$ cat src/rtl/iwdg_win.sv
`timescale 1ns/1ps
`default_nettype none
// ============================================================================
// iwdg_win : windowed independent watchdog with early-warning IRQ, WB slave
// Rev 1.0
// ============================================================================
module iwdg_win #(
  parameter int          CNT_W    = 12,
  parameter int          PR_W     = 3,
  parameter int          DAT_W    = 16,
  parameter logic [31:0] BASE_ADR = 32'h0100_0000
) (
  input  logic             clk_m2s,
  input  logic             rst_m2s,
  input  logic [DAT_W-1:0] dat_m2s,
  input  logic [31:0]      adr_m2s,
  input  logic             cyc_m2s,
  input  logic             stb_m2s,
  input  logic             we_m2s,
  output logic [DAT_W-1:0] dat_s2m,
  output logic             ack_s2m,
  output logic             rst_iwdg,
  output logic             ewi_irq
);

  // Wide enough for the largest divider minus one (4 << (2^PR_W - 1)) - 1.
  localparam int          C_PSC_W       = (1 << PR_W) + 1;
  localparam logic [15:0] C_KEY_START   = 16'hCCCC;
  localparam logic [15:0] C_KEY_REFRESH = 16'hAAAA;
  localparam logic [15:0] C_KEY_UNLOCK  = 16'h5555;

  logic [CNT_W-1:0]   cnt_q, cnt_d, rlr_q, rlr_d, winr_q, winr_d, ewt_q, ewt_d;
  logic [C_PSC_W-1:0] psc_q, psc_d;
  logic [PR_W-1:0]    pr_q, pr_d;
  logic               run_q, run_d, unlk_q, unlk_d, ewif_q, ewif_d, ewie_q, ewie_d;
  logic               ack_q, ack_d, rst_iwdg_q, rst_iwdg_d;
  logic [DAT_W-1:0]   dat_q, dat_d;

  logic               w_req, w_wr, w_kr_wr, w_tick, w_load;
  logic               w_sel_kr, w_sel_pr, w_sel_rlr, w_sel_sr, w_sel_winr, w_sel_ewcr;
  logic [15:0]        w_key;
  logic [C_PSC_W:0]   w_div;
  logic [C_PSC_W-1:0] w_div_m1;
  logic [CNT_W-1:0]   w_cnt_dec;
  logic [DAT_W-1:0]   w_rdata;

  always_comb begin
    w_req      = cyc_m2s & stb_m2s & ~ack_q;
    w_wr       = w_req & we_m2s;
    w_key      = dat_m2s[15:0];
    w_sel_kr   = (adr_m2s == BASE_ADR);
    w_sel_pr   = (adr_m2s == BASE_ADR + 32'h4);
    w_sel_rlr  = (adr_m2s == BASE_ADR + 32'h8);
    w_sel_sr   = (adr_m2s == BASE_ADR + 32'hC);
    w_sel_winr = (adr_m2s == BASE_ADR + 32'h10);
    w_sel_ewcr = (adr_m2s == BASE_ADR + 32'h14);
    w_kr_wr    = w_wr & w_sel_kr;
    w_div      = (C_PSC_W+1)'(4) << pr_q;
    w_div_m1   = C_PSC_W'(w_div - (C_PSC_W+1)'(1));
    w_tick     = run_q && (psc_q == '0);
    w_cnt_dec  = cnt_q - CNT_W'(1);
    // A start key only reloads when stopped; a refresh always reloads.
    w_load     = w_kr_wr && ((w_key == C_KEY_REFRESH) || ((w_key == C_KEY_START) && !run_q));
  end

  always_comb begin
    w_rdata = '0;
    if (w_sel_pr)   w_rdata = DAT_W'(pr_q);
    if (w_sel_rlr)  w_rdata = DAT_W'(rlr_q);
    if (w_sel_sr)   w_rdata = DAT_W'({ewif_q, unlk_q, run_q});
    if (w_sel_winr) w_rdata = DAT_W'(winr_q);
    if (w_sel_ewcr) begin
      w_rdata[CNT_W-1:0] = ewt_q;
      w_rdata[DAT_W-1]   = ewie_q;
    end
  end

  always_comb begin
    cnt_d      = cnt_q;
    psc_d      = psc_q;
    rlr_d      = rlr_q;
    winr_d     = winr_q;
    ewt_d      = ewt_q;
    pr_d       = pr_q;
    run_d      = run_q;
    unlk_d     = unlk_q;
    ewif_d     = ewif_q;
    ewie_d     = ewie_q;
    ack_d      = w_req;
    dat_d      = '0;
    rst_iwdg_d = 1'b0;

    if (w_req && !we_m2s) dat_d = w_rdata;
    if (w_wr && w_sel_sr && dat_m2s[2]) ewif_d = 1'b0;

    // A reload on a tick edge pre-empts that tick entirely.
    if (w_load) begin
      cnt_d = rlr_q;
      psc_d = w_div_m1;
      if (w_key == C_KEY_START) run_d = 1'b1;
      if ((w_key == C_KEY_REFRESH) && run_q && (cnt_q > winr_q)) rst_iwdg_d = 1'b1;
    end else if (w_tick) begin
      psc_d = w_div_m1;
      if (cnt_q == '0) begin
        cnt_d      = rlr_q;
        rst_iwdg_d = 1'b1;
      end else begin
        cnt_d = w_cnt_dec;
        if (w_cnt_dec == ewt_q) ewif_d = 1'b1;
      end
    end else if (run_q) begin
      psc_d = psc_q - C_PSC_W'(1);
    end

    if (w_kr_wr) unlk_d = (w_key == C_KEY_UNLOCK);
    if (w_wr && unlk_q) begin
      if (w_sel_pr)   pr_d   = dat_m2s[PR_W-1:0];
      if (w_sel_rlr)  rlr_d  = dat_m2s[CNT_W-1:0];
      if (w_sel_winr) winr_d = dat_m2s[CNT_W-1:0];
    end
    if (w_wr && w_sel_ewcr) begin
      ewt_d  = dat_m2s[CNT_W-1:0];
      ewie_d = dat_m2s[DAT_W-1];
    end
  end

  always_ff @(posedge clk_m2s or negedge rst_m2s) begin
    if (!rst_m2s) begin
      cnt_q      <= '1;
      psc_q      <= '0;
      rlr_q      <= '1;
      winr_q     <= '1;
      ewt_q      <= '0;
      pr_q       <= '0;
      run_q      <= 1'b0;
      unlk_q     <= 1'b0;
      ewif_q     <= 1'b0;
      ewie_q     <= 1'b0;
      ack_q      <= 1'b0;
      dat_q      <= '0;
      rst_iwdg_q <= 1'b0;
    end else begin
      cnt_q      <= cnt_d;
      psc_q      <= psc_d;
      rlr_q      <= rlr_d;
      winr_q     <= winr_d;
      ewt_q      <= ewt_d;
      pr_q       <= pr_d;
      run_q      <= run_d;
      unlk_q     <= unlk_d;
      ewif_q     <= ewif_d;
      ewie_q     <= ewie_d;
      ack_q      <= ack_d;
      dat_q      <= dat_d;
      rst_iwdg_q <= rst_iwdg_d;
    end
  end

  assign dat_s2m  = dat_q;
  assign ack_s2m  = ack_q;
  assign rst_iwdg = rst_iwdg_q;
  assign ewi_irq  = ewif_q & ewie_q;

endmodule
`default_nettype wire
$ cat config.mk
export PLATFORM = sky130hd
export DESIGN_NAME = iwdg_win
export DESIGN_NICKNAME = d
export VERILOG_FILES = /design/src/rtl/iwdg_win.sv
export SDC_FILE = /design/constraint.sdc
export NUM_CORES = 1
export LEC_CHECK = 0
export CORE_MARGIN = 4
export CORE_UTILIZATION = 25
export CTS_CLUSTER_SIZE = 14
export DETAILED_ROUTE_END_ITERATION = 10
export MAX_ROUTING_LAYER = met4
export PLACE_DENSITY_LB_ADDON = 0.2
export SKIP_CTS_REPAIR_TIMING = 1
export SLEW_MARGIN = 40
export SYNTH_ARGS = -nofsm -noshare
export SYNTH_HDL_FRONTEND = slang
export SYNTH_SLANG_ARGS = --single-unit
$ cat constraint.sdc
create_clock -name clk_m2s -period 4.2 [get_ports clk_m2s]
set_input_delay 1.26 -clock clk_m2s [delete_from_list [all_inputs] [get_ports clk_m2s]]
set_output_delay 1.26 -clock clk_m2s [all_outputs]
set_load 0.05 [all_outputs]
After elaboration in Yosys (flattened, before gate mapping)
Cells that the tools add are included.

operators by class
  equality and inequality tests = 10
  bitwise operators = 6
  shift operators = 1
  magnitude comparators = 1
  add/subtract/negate cells = 3
  reductions and logical operators = 21
  mux-type cells = 22

operators by type and width
  kind                   count
  $eq 32x25->1 const B   6
  $mux 16                4
  $mux 12                4
  $eq 16x16->1 const B   2
  $mux 9                 3
  $sub 9x1->9 const B    2
  $eq 16x15->1 const B   1
  $eq 12x12->1           1
  $gt 12x12->1           1
  $logic_not 12->1       1
  $sub 12x1->12 const B  1
  $logic_and 1x1->1      10
  $mux 1                 10
  $logic_not 9->1        1
  $shl 3x3->9 const A    1
  $reduce_and 2->1       4
  $and 1x1->1            5
  $mux 3                 1
  $reduce_bool 3->1      1
  $logic_not 1->1        2
  $reduce_bool 2->1      1
  $logic_or 1x1->1       1
  $not 1->1              1

word-level totals
  logic and storage cells = 77
  output and inout bits = 19
  bits of input ports = 53
  bits in registers = 82

Longest topological paths before layout
Gate-level depths: netlist of the first run.

  word-level depth = 10
  depth in mapped cells = 10
  gate-level depth less buffers = 8

Worst setup path after synthesis of the first run
OpenSTA, ideal clock, no wires.

  path kind = input to register
  from = in adr_m2s[8]
  to = reg rlr_q[10]
  data arrival time = 3147 ps
  path slack = 971 ps
  path buffers = 1
  setup time = 82 ps
  required time = 4118 ps
  stages = 6
  path through = or4_1 or3_1 nor3_1 nor4b_4 buf_4 mux2_2

on the way
  cells in the longest elaborated chain, start to end = 2

ends and longest elaborated chain
  element                            RTL line  RTL
  start, declared                    16        input logic [31:0] adr_m2s,
  $eq 32x25->1                       53        w_sel_rlr = (adr_m2s == BASE_ADR + 32'h8);
  $reduce_and 2->1 (no source line)  n/a
  end signal, assigned               145       rlr_q <= rlr_d;
  end, declared                      32        logic [CNT_W-1:0] cnt_q, cnt_d, rlr_q, rlr_d, winr_q, winr_d, ewt_q, ewt_d;

Every way passes these cells.
A chain may end at the register's enable or synchronous reset.

Worst setup path in the final report of the first run
  from = in dat_m2s[8]
  to = reg cnt_q[6]

on the way
  cells in the longest elaborated chain, start to end = 5
  elaborated cells between the ends (all ways) = 7
  those cells by class = 2 x eq/ne; 1 x mux; 4 x reduce/logical

ends and longest elaborated chain
  element                                       RTL line  RTL
  start, declared                               15        input logic [DAT_W-1:0] dat_m2s,
  $eq 16x16->1                                  63        w_load = w_kr_wr && ((w_key == C_KEY_REFRESH) || ((w_key == C_KEY_START) && !run_q));
  $logic_and 1x1->1                             63
  $logic_or 1x1->1 *                            63
  $logic_and 1x1->1 *                           63
  $mux 12 or $reduce_bool 2->1 (tied branches)  n/a
  end signal, assigned                          143       cnt_q <= cnt_d;
  end, declared                                 32

Mark *: on every way between the ends. The rest lies on a longest branch, timed or not.

==> out/qor.txt, run 1 <==
Final period util - 0.860
clock root buffer - clkbuf_16
CP required - 4480 ps
die area - 21500 µm²
type of origin of the critical path - input pin
pin count of the biggest net entering global routing - 80
Avg Cell Area, Syn - 9.74 µm²
# clock sinks - 79
Yosys top cell by area - dfrtp_1
count of antenna diodes in the layout - 0
post-route insts no fill - 826
I/O pin cnt - 72
Iteration-0 DRC Markers - 253
Seq pwr share - 0.446
clock skew - 11.8 ps
Syn Inst Count - 493
Switching Share - 0.242
PortBufs - 68
Fin Setup TNS - 0 ps
Mapped Area - 4800 µm²
Comb power frac - 0.071
Worst Hold Class - reg2reg
CP Capture Type - flop
actual slew at the worst max-slew pin - 880 ps
Netlist cell types - 66
Max IR drop VDD - 131 µV
async set-reset flop share out of synthesis - 1.00
pwr/cell area - 280 nW/µm²
Worst-path clk slew - 70 ps
most area-consuming cells after synthesis - dfrtp_1 22%, dfstp_2 20%, mux2_2 6.6%
share of total power in the clock network - 0.483
#FFs+latches synth - 79
Final setup viols - 0
NetSw - 0.415 mW
layout net count - 630
Max transition margin - 0.398
final hold vios - 0
via/cell ratio - 4.94
area growth from synthesis to final layout - 27.4%
GR Util All Layers - 0.140
minimum clock period - 3610 ps
initial core utilization - 0.255
DP Cell Count - 810
cell row count - 50
share of cells above drive strength 1 - 0.201
Detailed Route WL - 14600 µm
Num CTS Buffers - 9
peak fanout along the critical path - 7
sequential area share after synthesis - 0.421
max-cap check violation count - 0
Core ar. - 18800 µm²
RSZ-0062 raised after global routing - no
die width - 147 µm
post-route ant nets - 0
data arrival time of the critical path - 3890 ps
Ys Warns - 0
Pint - 1.30 mW
Clock Latency Late Sink - 350 ps
HPWL after DPL - 11100 µm
Static Leak - 2.50 nW
first-pass GRT wire length - 23000 µm
Peak Freq - 277 MHz
ys flop type - dfrtp_1
fin. max-slew vios - 0
CTS HTree Levels - 3
CP Class - in2reg
total grt overflow - 0
wire per inst - 17.6 µm
CTS Buffer Depth - 2
number of global-route vias before repair - 4010
status - completed
Die Height - 147 µm
post-layout util - 0.325
GP Congestion - 0.846
DR vias - 4080
initial antenna violation count - 0
DR pass1 iterations - 6
Post-synth EDFFs - 0
area fraction of the dominant cell type after synthesis - 0.224
drt drc - 0
CTS tree - done
==> path summary, 6_finish.rpt <==
path | from | endpoint | slack (ps) | cells past startpoint
max in group asynchronous | rst_m2s | psc_q[6] | 2740 | 1
max | dat_m2s[8] | cnt_q[6] | 590 | 8
max reg2reg | psc_q[0] | cnt_q[11] | 1320 | 6
min in group asynchronous | rst_m2s | ewt_q[9] | 950 | 1
min | psc_q[0] | psc_q[0] | 500 | 1
min reg2reg | psc_q[0] | psc_q[0] | 500 | 1
==> sequential cells by signal, indices dropped and copies added (netlist names) <==
signal    count
ack_s2m       1
cnt_q        12
dat_s2m      13
ewie_q        1
ewif_q        1
ewt_q        12
pr_q          3
psc_q         9
rlr_q        12
rst_iwdg      1
run_q         1
unlk_q        1
winr_q       12
==> power groups by stage <==
stage	clock network, mW	logic, mW	registers, mW
4_1_cts	0.844	0.123	0.763
5_1_grt	0.876	0.130	0.763
6_report	0.826	0.121	0.763
3_3_place_gp	0	0.121	0.776
2_1_floorplan	0	0.0312	0.778
3_5_place_dp	0	0.122	0.776
==> kinds of logic after synthesis <==
family	synth area share
AOI/OAI and AO/OA	0.171
DFF	0.421
other	0.000781
muxes	0.0761
xor gates and xnor gates	0.0383
adders and majority gates	0.0417
buffers and inverters	0.0479
and+or+nand+nor	0.203
==> cells in the final DEF, fill, tap and decap left out, types with 5 or more instances in the layout <==
master / n
buf_4: 17
dfrtp_1: 43
mux2i_1: 5
a21o_1: 5
or3_1: 7
dfstp_2: 36
ha_1: 16
o21ai_0: 41
nor3_1: 13
o22a_1: 5
nor4_1: 6
nand4_1: 12
xor2_1: 8
inv_1: 23
nor2_1: 32
a31oi_1: 5
mux2_2: 28
a21oi_1: 21
clkbuf_16: 9
nor4bb_1: 8
clkdlybuf4s50_1: 67
nand2_1: 43
o31ai_1: 5
a22oi_1: 11
xnor2_1: 13
nand3_1: 6
==> area by class of cell <==
cell class / count / area (µm²)
clock inverter: 7 / 86.3
timing repair buffer: 85 / 810
sequential: 79 / 2020
multi-input combinational: 363 / 2560
inverter: 23 / 86.3
tap: 260 / 325
fill: 1887 / 12700
clock buffer: 9 / 225
==> layer usage <==
metal | part of all wire | track usage | up-vias
li1 | - | - | 1942
met2 | 0.49 | 0.231 | 108
met3 | 0.038 | 0.0211 | 20
met5 | 0 | - | -
met4 | 0.027 | 0.0532 | 0
met1 | 0.44 | 0.173 | 2010
==> synthesized netlist by cell type, types with 5 or more instances <==
library cell  number
nor2_1            32
dfrtp_1           43
mux2i_1            5
clkbuf_1          17
o22a_1             5
nor4bb_1           8
o31ai_1            5
a31oi_1            5
nor3_1            13
a21o_1             5
ha_1              16
inv_1             23
dfstp_2           36
nor4_1             6
xor2_1             8
nand2_1           43
a22oi_1           11
a21oi_1           22
or3_1              7
nand3_1            6
nand4_1           12
o21ai_0           41
xnor2_1           13
buf_4              5
mux2_2            28
==> critical path, stage by stage <==
cell,delay (ps)
clkdlybuf4s50_1,480
nor4bb_1,570
nand4_1,190
buf_4,190
o21ai_0,380
and2_1,360
nor2_1,200
o22a_1,240
==> per-stage QoR <==
| step | hold WS [ps] | total power, mW | instance area [µm²] | setup slack (ps) |
|---|---|---|---|---|
| after floorplan | 466 | 0.810 | 4810 | 971 |
| after global placement | 484 | 0.897 | 5800 | 305 |
| after detailed placement | 494 | 0.898 | 5800 | 241 |
| after CTS | 504 | 1.73 | 6110 | 579 |
| after global routing | 532 | 1.77 | 6120 | 277 |
| final | 501 | 1.71 | 6120 | 588 |
Note: power is estimated with default switching activity, not from simulation.
==> inputs of run 2 (changes only) <==
Settings changed: CTS_BUF_LIST set to sky130_fd_sc_hd__clkbuf_8, CTS_CLUSTER_DIAMETER set to 200, PLACE_DENSITY_LB_ADDON 0.2 to not set.
==> run 2 against run 1 <==
Against the previous run: non-clock buffer count shrank 2; setup slack improved by 50 ps; maximum frequency rose by 1.4%; sequential share of layout area increased by 0.66 points; critical endpoint is now dat_s2m[9]; register-to-register slack gained 30 ps; global-route usage decreased by 0.69 points; final cell count decreased by 0.24%; first-iteration DRC count grew 21%; flip-flop and latch count stayed put; count of clock-buffer cells in the layout increased by 1; power decreased by 13%.
==> out/qor.txt, run 2 (synthesis gave the netlist of run 1 again) <==
HPWL after DPL - 10400 µm
post-route ant nets - 0
post-layout util - 0.319
post-route insts no fill - 824
type of origin of the critical path - input pin
Die Height - 147 µm
pin count of the biggest net entering global routing - 69
total grt overflow - 0
Power Total - 1.48 mW
initial core utilization - 0.255
RSZ-0062 raised after global routing - no
worst reg-to-reg path cell count - 6
wire per inst - 16.6 µm
data arrival time of the critical path - 3870 ps
Core ar. - 18800 µm²
Clock Latency Late Sink - 370 ps
final hold vios - 0
die width - 147 µm
Static Leak - 2.43 nW
Peak Freq - 281 MHz
Max IR drop VDD - 140 µV
crit path buf inv count - 1
Final setup viols - 0
Detailed Route WL - 13700 µm
number of global-route vias before repair - 4004
CP endpoint - dat_s2m[9]
met3 routed WL - 507 µm
CTS Buffer Depth - 2
Worst-path clk slew - 90 ps
CP Class - in2reg
CP Capture Type - flop
CTS HTree Levels - 3
cell row count - 50
PortBufs - 68
DP Cell Count - 808
I/O pin cnt - 72
max FFs per register - 13
minimum clock period - 3560 ps
crit path launch - adr_m2s[8]
# clock sinks - 79
clock skew - 7.26 ps
count of antenna diodes in the layout - 0
crit-path cells - clkdlybuf4s50_1 > or4_1 > or2_1 > nor3_1 > nor4b_4 > a22oi_1 > nor2_1
most frequent cells in the layout - 67 x clkdlybuf4s50_1, 43 x nand2_1, 43 x dfrtp_1, 41 x o21ai_0, 36 x dfstp_2
kind of cell adding the most delay to the critical path - simple AND/OR/NAND/NOR gates
initial antenna violation count - 0
share of cells above drive strength 1 - 0.199
GP Congestion - 0.862
CP max stage delay - 610 ps
clock root buffer - clkbuf_8
fin. max-slew vios - 0
DR vias - 4050
status - completed
flop2flop setup slack - 1350 ps
die area - 21500 µm²
FF-to-FF End - cnt_q[3]
r2r startpoint - psc_q[0]
Critical Path Stages - 7
CP required - 4500 ps
Max transition margin - 0.521
Iteration-0 DRC Markers - 307
Num CTS Buffers - 9
hold_ws - 507 ps
Fin Setup TNS - 0 ps
area growth from synthesis to final layout - 24.9%
first-pass GRT wire length - 22200 µm
critical path's slowest cell - nor4b_4
pwr/cell area - 247 nW/µm²
peak fanout along the critical path - 9
wire length on met2 - 6310 µm
actual slew at the worst max-slew pin - 709 ps
DR top layer - met4
via/cell ratio - 4.92
drt drc - 0
most common cell after layout, fill and taps aside - clkdlybuf4s50_1
Routed met1 length - 6610 µm
Final period util - 0.848
CTS tree - done
layout net count - 628
Worst Hold Class - reg2reg
DR pass1 iterations - 5
max-cap check violation count - 0
GR Util All Layers - 0.133
[run 2: cell types whose count changed in the layout (fill, tap and decap cells not counted)]
| cell | previous run | this run |
|---|---|---|
| clkbuf_8 | 0 | 10 |
| clkbuf_16 | 9 | 0 |
| buf_4 | 17 | 15 |
| clkinvlp_4 | 1 | 3 |
| inv_6 | 2 | 0 |
| inv_8 | 2 | 0 |
| clkinv_4 | 1 | 2 |
[run 2: routing by layer]
layer / track usage / vias up
li1: - / 1947
met1: 0.184 / 1957
met2: 0.202 / 129
met3: 0.0118 / 17
met4: 0.0513 / 0
met5: - / -
[run 2: layout make-up]
cell class	instances	area [µm²]
clock buffer	10	138
clock inverter	6	70.1
fill	1941	12800
inverter	23	86.3
multi-input combinational	363	2560
sequential	79	2020
tap	260	325
timing repair buffer	83	795
[run 2: worst min path at each step]
stage	to	slack, ps	startpoint	cells past startpoint
after floorplan	psc_q[0]	470	psc_q[0]	1
after global placement	psc_q[0]	490	psc_q[0]	1
after detailed placement	psc_q[0]	500	psc_q[0]	1
after CTS	psc_q[0]	510	psc_q[0]	1
after global routing	psc_q[0]	530	psc_q[0]	1
final	psc_q[0]	510	psc_q[0]	1
[run 2: metrics by stage]
| step | cell area (µm²) | setup WS [ps] |
|---|---|---|
| after floorplan | 4810 | 971 |
| after global placement | 5780 | 285 |
| after detailed placement | 5790 | 244 |
| after CTS | 5990 | 633 |
| after global routing | 6000 | 470 |
| final | 6000 | 639 |
[run 2: power by group]
| group | switching (mW) | leakage [nW] | internal (mW) |
|---|---|---|---|
| registers | 0.000459 | 0.964 | 0.762 |
| clock network | 0.310 | 0.0947 | 0.292 |
| logic | 0.0590 | 1.38 | 0.0573 |
| total | 0.370 | 2.43 | 1.11 |
==> inputs of run 3 (changes only) <==
Clock period 4.2 ns to 2.9 ns, I/O delays scaled along.
==> run 3 against run 2 <==
Against the previous run: die area did not move; utilization rose by 2.8 points; combinational power rose by 70%; global-route usage rose by 0.38 points; power rose by 45%; critical path type unchanged; largest power group unchanged; count of clock-buffer cells in the layout fell by 1; highest routed layer unchanged.
==> out/qor.txt, run 3 (synthesis gave the netlist of run 1 again) <==
status - completed
CP Capture Type - flop
final hold vios - 0
type of origin of the critical path - input pin
initial core utilization - 0.255
flop2flop setup slack - 530 ps
Max transition margin - 0.629
PortBufs - 68
Core ar. - 18800 µm²
post-route insts no fill - 874
NetSw - 0.543 mW
most frequent cells in the layout - 66 x clkdlybuf4s50_1, 62 x buf_4, 43 x dfrtp_1, 42 x nand2_1, 40 x o21ai_0
critical path's slowest cell - or4_1
cell mode on critical path - buf_4
Area after DPL - 6190 µm²
hold_ws - 454 ps
pin count of the biggest net entering global routing - 39
CP required - 3150 ps
pwr/cell area - 330 nW/µm²
Peak Freq - 352 MHz
Worst-path clk slew - 80 ps
drt drc - 0
wire per inst - 16.3 µm
initial antenna violation count - 0
CTS Buffer Depth - 2
Comb power frac - 0.091
Worst Hold Class - in2async
most common cell after layout, fill and taps aside - clkdlybuf4s50_1
count of antenna diodes in the layout - 0
first-pass GRT wire length - 23000 µm
I/O pin cnt - 72
Final Cell Area - 6520 µm²
met1 usage - 0.186
DR pass1 iterations - 4
Fin Setup TNS - 0 ps
GP Congestion - 0.883
CTS HTree Levels - 3
met2 Track Usage GR - 0.210
cell row count - 50
area growth from synthesis to final layout - 35.7%
via/cell ratio - 4.83
clock root buffer - clkbuf_8
flip-flop and latch area - 2020 µm²
Num CTS Buffers - 9
post-route ant nets - 0
Filler cells - 1891
kind of cell adding the most delay to the critical path - simple AND/OR/NAND/NOR gates
Final setup viols - 0
data arrival time of the critical path - 3090 ps
area occupied by multi-input gates - 2670 µm²
max FFs per register - 13
actual slew at the worst max-slew pin - 543 ps
max-cap check violation count - 0
Clock Latency Late Sink - 360 ps
Max IR drop VDD - 257 µV
share of cells above drive strength 1 - 0.285
pre-CTS setup slack - -447 ps
Static Leak - 2.78 nW
met3 Track Usage GR - 0.0174
Detailed Route WL - 14200 µm
setup slack after layout - 60.0 ps
Die Height - 147 µm
die area - 21500 µm²
CP Class - in2reg
GR Util All Layers - 0.137
Iteration-0 DRC Markers - 211
CP max stage delay - 530 ps
layout net count - 678
CTS tree - done
clock skew - 11.1 ps
crit path buf inv count - 3
Final period util - 0.979
Switching Share - 0.253
total grt overflow - 0
minimum clock period - 2840 ps
global route hottest layer - met2
fin. max-slew vios - 0
Seq pwr share - 0.514
die width - 147 µm
# clock sinks - 79
crit-path cells - clkdlybuf4s50_1 > or4_1 > or2_4 > nor4b_4 > buf_4 > a21oi_1 > buf_4 > o32a_1 > o22a_1
number of global-route vias before repair - 4208
DP Cell Count - 856
DR vias - 4223
peak fanout along the critical path - 11
Pint - 1.61 mW
share of total power in the clock network - 0.395
HPWL after DPL - 11000 µm
[run 3: stage by stage]
stage	total power [mW]	util
finish	2.15	0.346
floorplan	1.17	-
detailed placement	1.32	0.329
global route	2.24	0.346
global placement	1.32	0.329
CTS	2.17	0.339
[run 3: per-layer routing]
metal | routed length (µm) | vias up | share of wire
met5 | 0 | - | 0
met4 | 316 | 0 | 0.022
met3 | 505 | 17 | 0.035
met2 | 6610 | 124 | 0.46
met1 | 6800 | 2047 | 0.48
li1 | - | 2035 | -
[run 3: layout make-up]
type / instances / share of cell area
Multi-Input combinational cell: 363 / 0.410
Timing Repair Buffer: 133 / 0.187
Clock inverter: 7 / 0.0111
Tap cell: 260 / 0.0499
Inverter: 23 / 0.0132
Sequential cell: 79 / 0.310
Clock buffer: 9 / 0.0190
[run 3: final timing paths]
kind	cells after the start	endpoint	startpoint
min in group clk_m2s	1	psc_q[0]	psc_q[0]
hold / removal	1	pr_q[0]	rst_m2s
hold reg to reg	1	psc_q[0]	psc_q[0]
setup / recovery	9	psc_q[7]	adr_m2s[8]
setup reg to reg	8	ewif_q	cnt_q[0]
max in group asynchronous	2	cnt_q[1]	rst_m2s
[run 3: worst register-to-register path: stages, from the launching register on]
cell     delay [ps]
dfstp_2         410
inv_1           130
ha_1            210
or3b_2          510
nor3_1          300
xnor2_1         120
nor4_1          320
nand4_1         140
o21ai_0         160
[run 3: power groups by stage]
stage	Sequential, mW	Clock (mW)	Combinational, mW
final	1.10	0.850	0.197
after global routing	1.11	0.925	0.211
after CTS	1.10	0.872	0.192
after detailed placement	1.12	0	0.191
after global placement	1.12	0	0.191
after floorplan	1.13	0	0.0452
